`config.mk`:
```
export PLATFORM = sky130hd
export DESIGN_NAME = time_date_counter
export DESIGN_NICKNAME = d
export VERILOG_FILES = /design/src/rtl/time_date_counter.sv
export SDC_FILE = /design/constraint.sdc
export NUM_CORES = 1
export LEC_CHECK = 0
export CORE_MARGIN = 4
export CORE_UTILIZATION = 30
export CTS_BUF_LIST = sky130_fd_sc_hd__clkbuf_8
export DETAILED_ROUTE_END_ITERATION = 10
export PLACE_DENSITY_LB_ADDON = 0.12
export SKIP_CTS_REPAIR_TIMING = 1
export SLEW_MARGIN = 20
export SYNTH_ARGS = -nofsm -noshare
export SYNTH_HDL_FRONTEND = slang
export SYNTH_SLANG_ARGS = --single-unit
export TNS_END_PERCENT = 1
```
`constraint.sdc`:
```
create_clock -name CLK -period 4.6 [get_ports CLK]
set_input_delay 0.92 -clock CLK [delete_from_list [all_inputs] [get_ports CLK]]
set_output_delay 0.92 -clock CLK [all_outputs]
set_load 0.05 [all_outputs]
```
`src/rtl/time_date_counter.sv`:
```
// Real-time clock and calendar: prescaled seconds counter cascading into min/hour/day/month/year,
// with clamped load from the key controller and halt while the current time is edited.
module time_date_counter #(
    parameter int unsigned TICK_DIV = 1000
) (
    input  logic        CLK,
    input  logic        RESETN,
    input  logic [5:0]  MODE,
    input  logic        SETTING,
    input  logic [17:0] SET_TIME,
    input  logic [15:0] SET_DATE,
    output logic [17:0] CUR_TIME,
    output logic [15:0] CUR_DATE,
    output logic        SEC_TICK
);

    localparam int unsigned PRESC_W = 32;
    localparam logic [PRESC_W-1:0] PRESC_MAX = PRESC_W'(TICK_DIV - 1);

    logic [PRESC_W-1:0] presc_q, presc_d;
    logic [5:0]         sec_q, sec_d;
    logic [5:0]         min_q, min_d;
    logic [4:0]         hour_q, hour_d;
    logic [4:0]         day_q, day_d;
    logic [3:0]         month_q, month_d;
    logic [6:0]         year_q, year_d;
    logic               fmt_q;
    logic               setting_d_q;
    logic               sec_tick_q, sec_tick_d;

    logic               halt, load, tick;
    logic [4:0]         ld_hour, ld_day, ld_dim, cur_dim;
    logic [5:0]         ld_min, ld_sec;
    logic [3:0]         ld_month;
    logic [6:0]         ld_year;
    logic               c_min, c_hour, c_day, c_month, c_year;
    logic               unused_mode;

    assign unused_mode = ^MODE[4:1];

    function automatic logic [4:0] days_in_month(input logic [3:0] month, input logic [6:0] year);
        logic [4:0] dim;
        case (month)
            4'd2:                   dim = (year[1:0] == 2'b00) ? 5'd29 : 5'd28;
            4'd4, 4'd6, 4'd9, 4'd11: dim = 5'd30;
            default:                dim = 5'd31;
        endcase
        return dim;
    endfunction

    assign halt = MODE[0] & ~MODE[5];
    assign load = SETTING & ~setting_d_q & ~MODE[5];
    assign tick = (presc_q == PRESC_MAX) & ~halt;

    // Clamp the requested setting; day limit uses the already-clamped month and year.
    always_comb begin
        ld_hour  = (SET_TIME[16:12] > 5'd23) ? 5'd23 : SET_TIME[16:12];
        ld_min   = (SET_TIME[11:6]  > 6'd59) ? 6'd59 : SET_TIME[11:6];
        ld_sec   = (SET_TIME[5:0]   > 6'd59) ? 6'd59 : SET_TIME[5:0];
        ld_year  = (SET_DATE[15:9]  > 7'd99) ? 7'd99 : SET_DATE[15:9];
        if (SET_DATE[8:5] == 4'd0)
            ld_month = 4'd1;
        else if (SET_DATE[8:5] > 4'd12)
            ld_month = 4'd12;
        else
            ld_month = SET_DATE[8:5];
        ld_dim = days_in_month(ld_month, ld_year);
        if (SET_DATE[4:0] == 5'd0)
            ld_day = 5'd1;
        else if (SET_DATE[4:0] > ld_dim)
            ld_day = ld_dim;
        else
            ld_day = SET_DATE[4:0];
    end

    assign cur_dim = days_in_month(month_q, year_q);
    assign c_min   = (sec_q == 6'd59);
    assign c_hour  = c_min & (min_q == 6'd59);
    assign c_day   = c_hour & (hour_q == 5'd23);
    assign c_month = c_day & (day_q == cur_dim);
    assign c_year  = c_month & (month_q == 4'd12);

    // Next-state: load beats tick; halt freezes everything.
    always_comb begin
        presc_d    = presc_q;
        sec_d      = sec_q;
        min_d      = min_q;
        hour_d     = hour_q;
        day_d      = day_q;
        month_d    = month_q;
        year_d     = year_q;
        sec_tick_d = 1'b0;
        if (load) begin
            presc_d = '0;
            sec_d   = ld_sec;
            min_d   = ld_min;
            hour_d  = ld_hour;
            day_d   = ld_day;
            month_d = ld_month;
            year_d  = ld_year;
        end else if (tick) begin
            presc_d    = '0;
            sec_tick_d = 1'b1;
            sec_d      = c_min ? 6'd0 : sec_q + 6'd1;
            if (c_min)
                min_d = c_hour ? 6'd0 : min_q + 6'd1;
            if (c_hour)
                hour_d = c_day ? 5'd0 : hour_q + 5'd1;
            if (c_day)
                day_d = c_month ? 5'd1 : day_q + 5'd1;
            if (c_month)
                month_d = c_year ? 4'd1 : month_q + 4'd1;
            if (c_year)
                year_d = (year_q == 7'd99) ? 7'd0 : year_q + 7'd1;
        end else if (!halt) begin
            presc_d = presc_q + PRESC_W'(1);
        end
    end

    always_ff @(posedge CLK or negedge RESETN) begin
        if (!RESETN) begin
            presc_q     <= '0;
            sec_q       <= '0;
            min_q       <= '0;
            hour_q      <= '0;
            day_q       <= 5'd1;
            month_q     <= 4'd1;
            year_q      <= '0;
            fmt_q       <= 1'b0;
            setting_d_q <= 1'b0;
            sec_tick_q  <= 1'b0;
        end else begin
            presc_q     <= presc_d;
            sec_q       <= sec_d;
            min_q       <= min_d;
            hour_q      <= hour_d;
            day_q       <= day_d;
            month_q     <= month_d;
            year_q      <= year_d;
            fmt_q       <= SET_TIME[17];
            setting_d_q <= SETTING;
            sec_tick_q  <= sec_tick_d;
        end
    end

    assign CUR_TIME = {fmt_q, hour_q, min_q, sec_q};
    assign CUR_DATE = {year_q, month_q, day_q};
    assign SEC_TICK = sec_tick_q;

endmodule

```
==> impl_table.tex <==
\begin{tabular}{lr}
\hline
Metric & Value \\
\hline
\multicolumn{2}{l}{\textbf{Status}} \\
\quad Status & finished clean \\
\multicolumn{2}{l}{\textbf{Die}} \\
\quad Number of rows created at floorplan & 43 \\
\quad Area of the die & $\sim$16,000 µm² \\
\quad Ports & 78 \\
\quad Area of the core & 13,900 µm² \\
\quad Effective utilization at floorplan & 0.307 \\
\quad DIE WIDTH & 127 µm \\
\quad Y dimension of the die & 127 µm \\
\multicolumn{2}{l}{\textbf{CTS}} \\
\quad Number of buffers inserted during clock tree synthesis & 9 \\
\quad Register clock-pin slew on the reported worst setup and hold paths & 80 ps \\
\quad Clock insertion delay at the later pin of the skew report & about 360 ps \\
\quad Max H-tree Level & 3 \\
\quad Sink count of the clock tree & 68 \\
\quad CTS tree & yes \\
\quad Largest buffer count on any clock path & 2 \\
\quad Root buffer cell & sky130\_fd\_sc\_hd\_\_clkbuf\_8 \\
\multicolumn{2}{l}{\textbf{Synthesis}} \\
\quad Mean instance size in the synthesized netlist & 8.73 µm² \\
\quad Number of warnings reported in the yosys synthesis log & 0 \\
\quad Flip-flop and latch count after synthesis & 68 \\
\quad Sequential element share of the synthesized area & 0.399 \\
\quad Post-Syn Area & 4270 µm² \\
\quad Total nets after synthesis & 545 \\
\quad Number of distinct library cell variants in the gate-level netlist after synthesis & 58 \\
\quad Number of enable-type register cells in the synthesized netlist & 0 \\
\quad Share of async-settable or async-resettable flops after synthesis & 1.00 \\
\quad Most common flop cell mapped by yosys & sky130\_fd\_sc\_hd\_\_dfrtp\_1 \\
\quad Number of instances in the synthesized netlist & 489 \\
\multicolumn{2}{l}{\textbf{Critical path}} \\
\quad Path type of the worst setup path & primary input to register \\
\quad Worst path arrival time & between 3000 and 4000 ps \\
\quad Startpoint types & primary input \\
\quad Crit. End Element & register \\
\quad Worst Path Required & 4890 ps \\
\quad Maximum fanout along the worst path & 12 \\
\multicolumn{2}{l}{\textbf{Timing}} \\
\quad Slew at the pin closest to its max-slew limit & 919 ps \\
\quad Final setup skew & 13.4 ps \\
\quad \# setup viols final & 0 \\
\quad Final period utilization & 0.715 \\
\quad Number of slew-limit violations in the final report & 0 \\
\quad Final-report hold violation count & 0 \\
\quad Fmax & 304 MHz \\
\quad Max-slew headroom at the worst pin & 0.382 \\
\quad Setup TNS Final & 0 ps \\
\quad Min Tclk post-route & approximately 3300 ps \\
\quad RSZ-0062 raised after global routing & no \\
\multicolumn{2}{l}{\textbf{Power and ir drop}} \\
\quad Worst vdd rail ir drop & 189 µV \\
\quad Areal power density over the cells & 350 nW/µm² \\
\quad Leakage & 0.00216 µW \\
\multicolumn{2}{l}{\textbf{Routing}} \\
\quad Count of routing violations after the opening detailed-route iteration & around 240 \\
\quad DRC & 0 \\
\quad Routed Wire Length & approximately 12,000 µm \\
\quad Vias & 3,967 \\
\quad Drt via density & 5.31 \\
\quad WL per Instance & 16.1 µm \\
\quad Number of nets with antenna violations after routing & 0 \\
\quad Total iterations of the first detailed-routing run & 4 \\
\multicolumn{2}{l}{\textbf{Cells and area}} \\
\quad Layout area overhead & 26.7\% \\
\quad Fin area & 5410 µm² \\
\quad Filler Cell Count & 1,382 \\
\quad Nets & 618 \\
\quad Fraction of final layout cells with drive strength greater than 1 & 0.0811 \\
\quad Antenna diode count & 0 \\
\multicolumn{2}{l}{\textbf{Placement}} \\
\quad Detailed placer's ending HPWL & about 8900 µm \\
\quad Number of input and output port buffers inserted & 73 \\
\quad Routability cong. & 0.845 \\
\quad Cell Area, Placed & 5200 µm² \\
\multicolumn{2}{l}{\textbf{GRT}} \\
\quad Number of global-route vias before repair & 3,959 \\
\quad First-pass GRT wire length & 19,700 µm \\
\quad Maximum number of pins on one net before global-route repair & 41 \\
\quad Number of antenna violations at the first check in global routing & 0 \\
\quad Aggregate global routing overflow & 0 \\
\quad Overall track demand over capacity in global routing & 0.152 \\
\multicolumn{2}{l}{\textbf{Min path}} \\
\quad HP Class & register to register \\
\multicolumn{2}{l}{\textbf{Flow run}} \\
\quad Reported max-cap violation count & 0 \\
\hline
\end{tabular}
==> layout make-up <==
cell class | instances | area (µm²) | area share
sequential | 68 | 1700 | 0.315
tap | 180 | 225 | 0.0417
timing repair buffer | 79 | 771 | 0.143
inverter | 16 | 60.1 | 0.0111
multi-input combinational | 388 | 2440 | 0.452
clock inverter | 6 | 63.8 | 0.0118
clock buffer | 10 | 138 | 0.0255
==> cells by family after synthesis <==
logic type / after synthesis / share of synthesized area
xor+xnor: 29 / 0.0595
buf+inv: 33 / 0.0323
mux: 5 / 0.0120
flops: 68 / 0.399
simple gates: 244 / 0.313
compound gates: 97 / 0.146
fa+ha+maj: 13 / 0.0381
==> worst max-delay path: stages <==
cell and delay, ps:
sky130_fd_sc_hd__clkdlybuf4s50_1 540, sky130_fd_sc_hd__nand2b_1 200, sky130_fd_sc_hd__nand4_1 310, sky130_fd_sc_hd__nor3_1 330, sky130_fd_sc_hd__nand4_1 480, sky130_fd_sc_hd__or4_1 620
sky130_fd_sc_hd__a31oi_1 170
==> through the flow <==
stage | util | power (µW) | hold slack [ps] | worst slack [ps] | instances
final | 0.389 | 1890 | 529 | 1310 | 747
after global routing | 0.389 | 2010 | 559 | 1120 | 747
after CTS | 0.389 | 1920 | 534 | 1340 | 747
after detailed placement | 0.375 | 1400 | 522 | 957 | 731
after global placement | 0.375 | 1390 | 486 | 971 | 731
after floorplan | - | 1160 | 468 | 1990 | 489
==> cells in the final DEF (no fill, tap or decap), drive strengths merged, types with 5 or more instances in the layout <==
cell and n:
nor4 19, nor2 55, o21ai 20, clkdlybuf4s50 72
a21oi 24, and3 15, buf 7, inv 16
dfrtp 66, clkbuf 10, or3 9, nor3b 5
nor2b 6, xor2 16, nor3 18, ha 13
xnor2 13, a31oi 18, o31ai 9, nand4 12
nand3 30, nand2 47
==> report_power, final <==
part | internal (µW) | switching (µW)
sequential | 668 | 107
combinational | 233 | 374
clock | 264 | 246
==> flip-flops by register name (all words and copies together) (netlist names) <==
signal,count
SEC_TICK,1
hour_q,5
min_q,6
sec_q,6
presc_q,32
setting_d_q,1
month_q,4
fmt_q,1
day_q,5
year_q,7
==> synthesized netlist by cell type, drive strengths merged (2+ instances only) <==
master	number	area, µm²
and4	4	35.0
xor2	16	140
dfrtp	66	1650
dfstp	2	52.6
nor4b	3	26.3
a31oi	18	113
or4	4	33.8
o211ai	4	30.0
or4b	2	20.0
xnor2	13	114
inv	16	60.1
a31o	2	17.5
clkbuf	13	48.8
o21ai	20	100
nand3b	4	42.5
o31ai	9	67.6
ha	13	163
nor4	19	156
nand2b	4	25.0
nand2	47	176
nor2b	6	37.5
nand3	30	150
and3	15	93.8
nor3b	5	37.5
a32oi	2	17.5
or3	9	56.3
and2	3	18.8
nand4	12	87.6
nor3	18	100
buf	4	28.8
or2	2	12.5
a21oi	24	120
o2111ai	3	26.3
o21a	2	15.0
mux2i	4	40.0
a211oi	3	22.5
nor2	55	206
==> layer usage <==
metal | GRT usage | share of wire | up-vias
li1 | - | - | 1946
met1 | 0.177 | 0.43 | 1924
met2 | 0.267 | 0.51 | 81
met3 | 0.0456 | 0.046 | 16
met4 | 0.0498 | 0.017 | 0
met5 | 0 | 0 | -
==> worst paths after layout <==
path / depth (start not counted) / end / from / slack, ps
max reg2reg: 7 / year_q[2] / sec_q[0] / 1610
max in group asynchronous: 2 / day_q[3] / RESETN / 2990
max: 7 / year_q[2] / MODE[5] / 1310
min in group asynchronous: 1 / month_q[1] / RESETN / 600
min: 2 / presc_q[1] / presc_q[1] / 530
min reg2reg: 2 / presc_q[1] / presc_q[1] / 530
(Power assumes the default switching activity.)
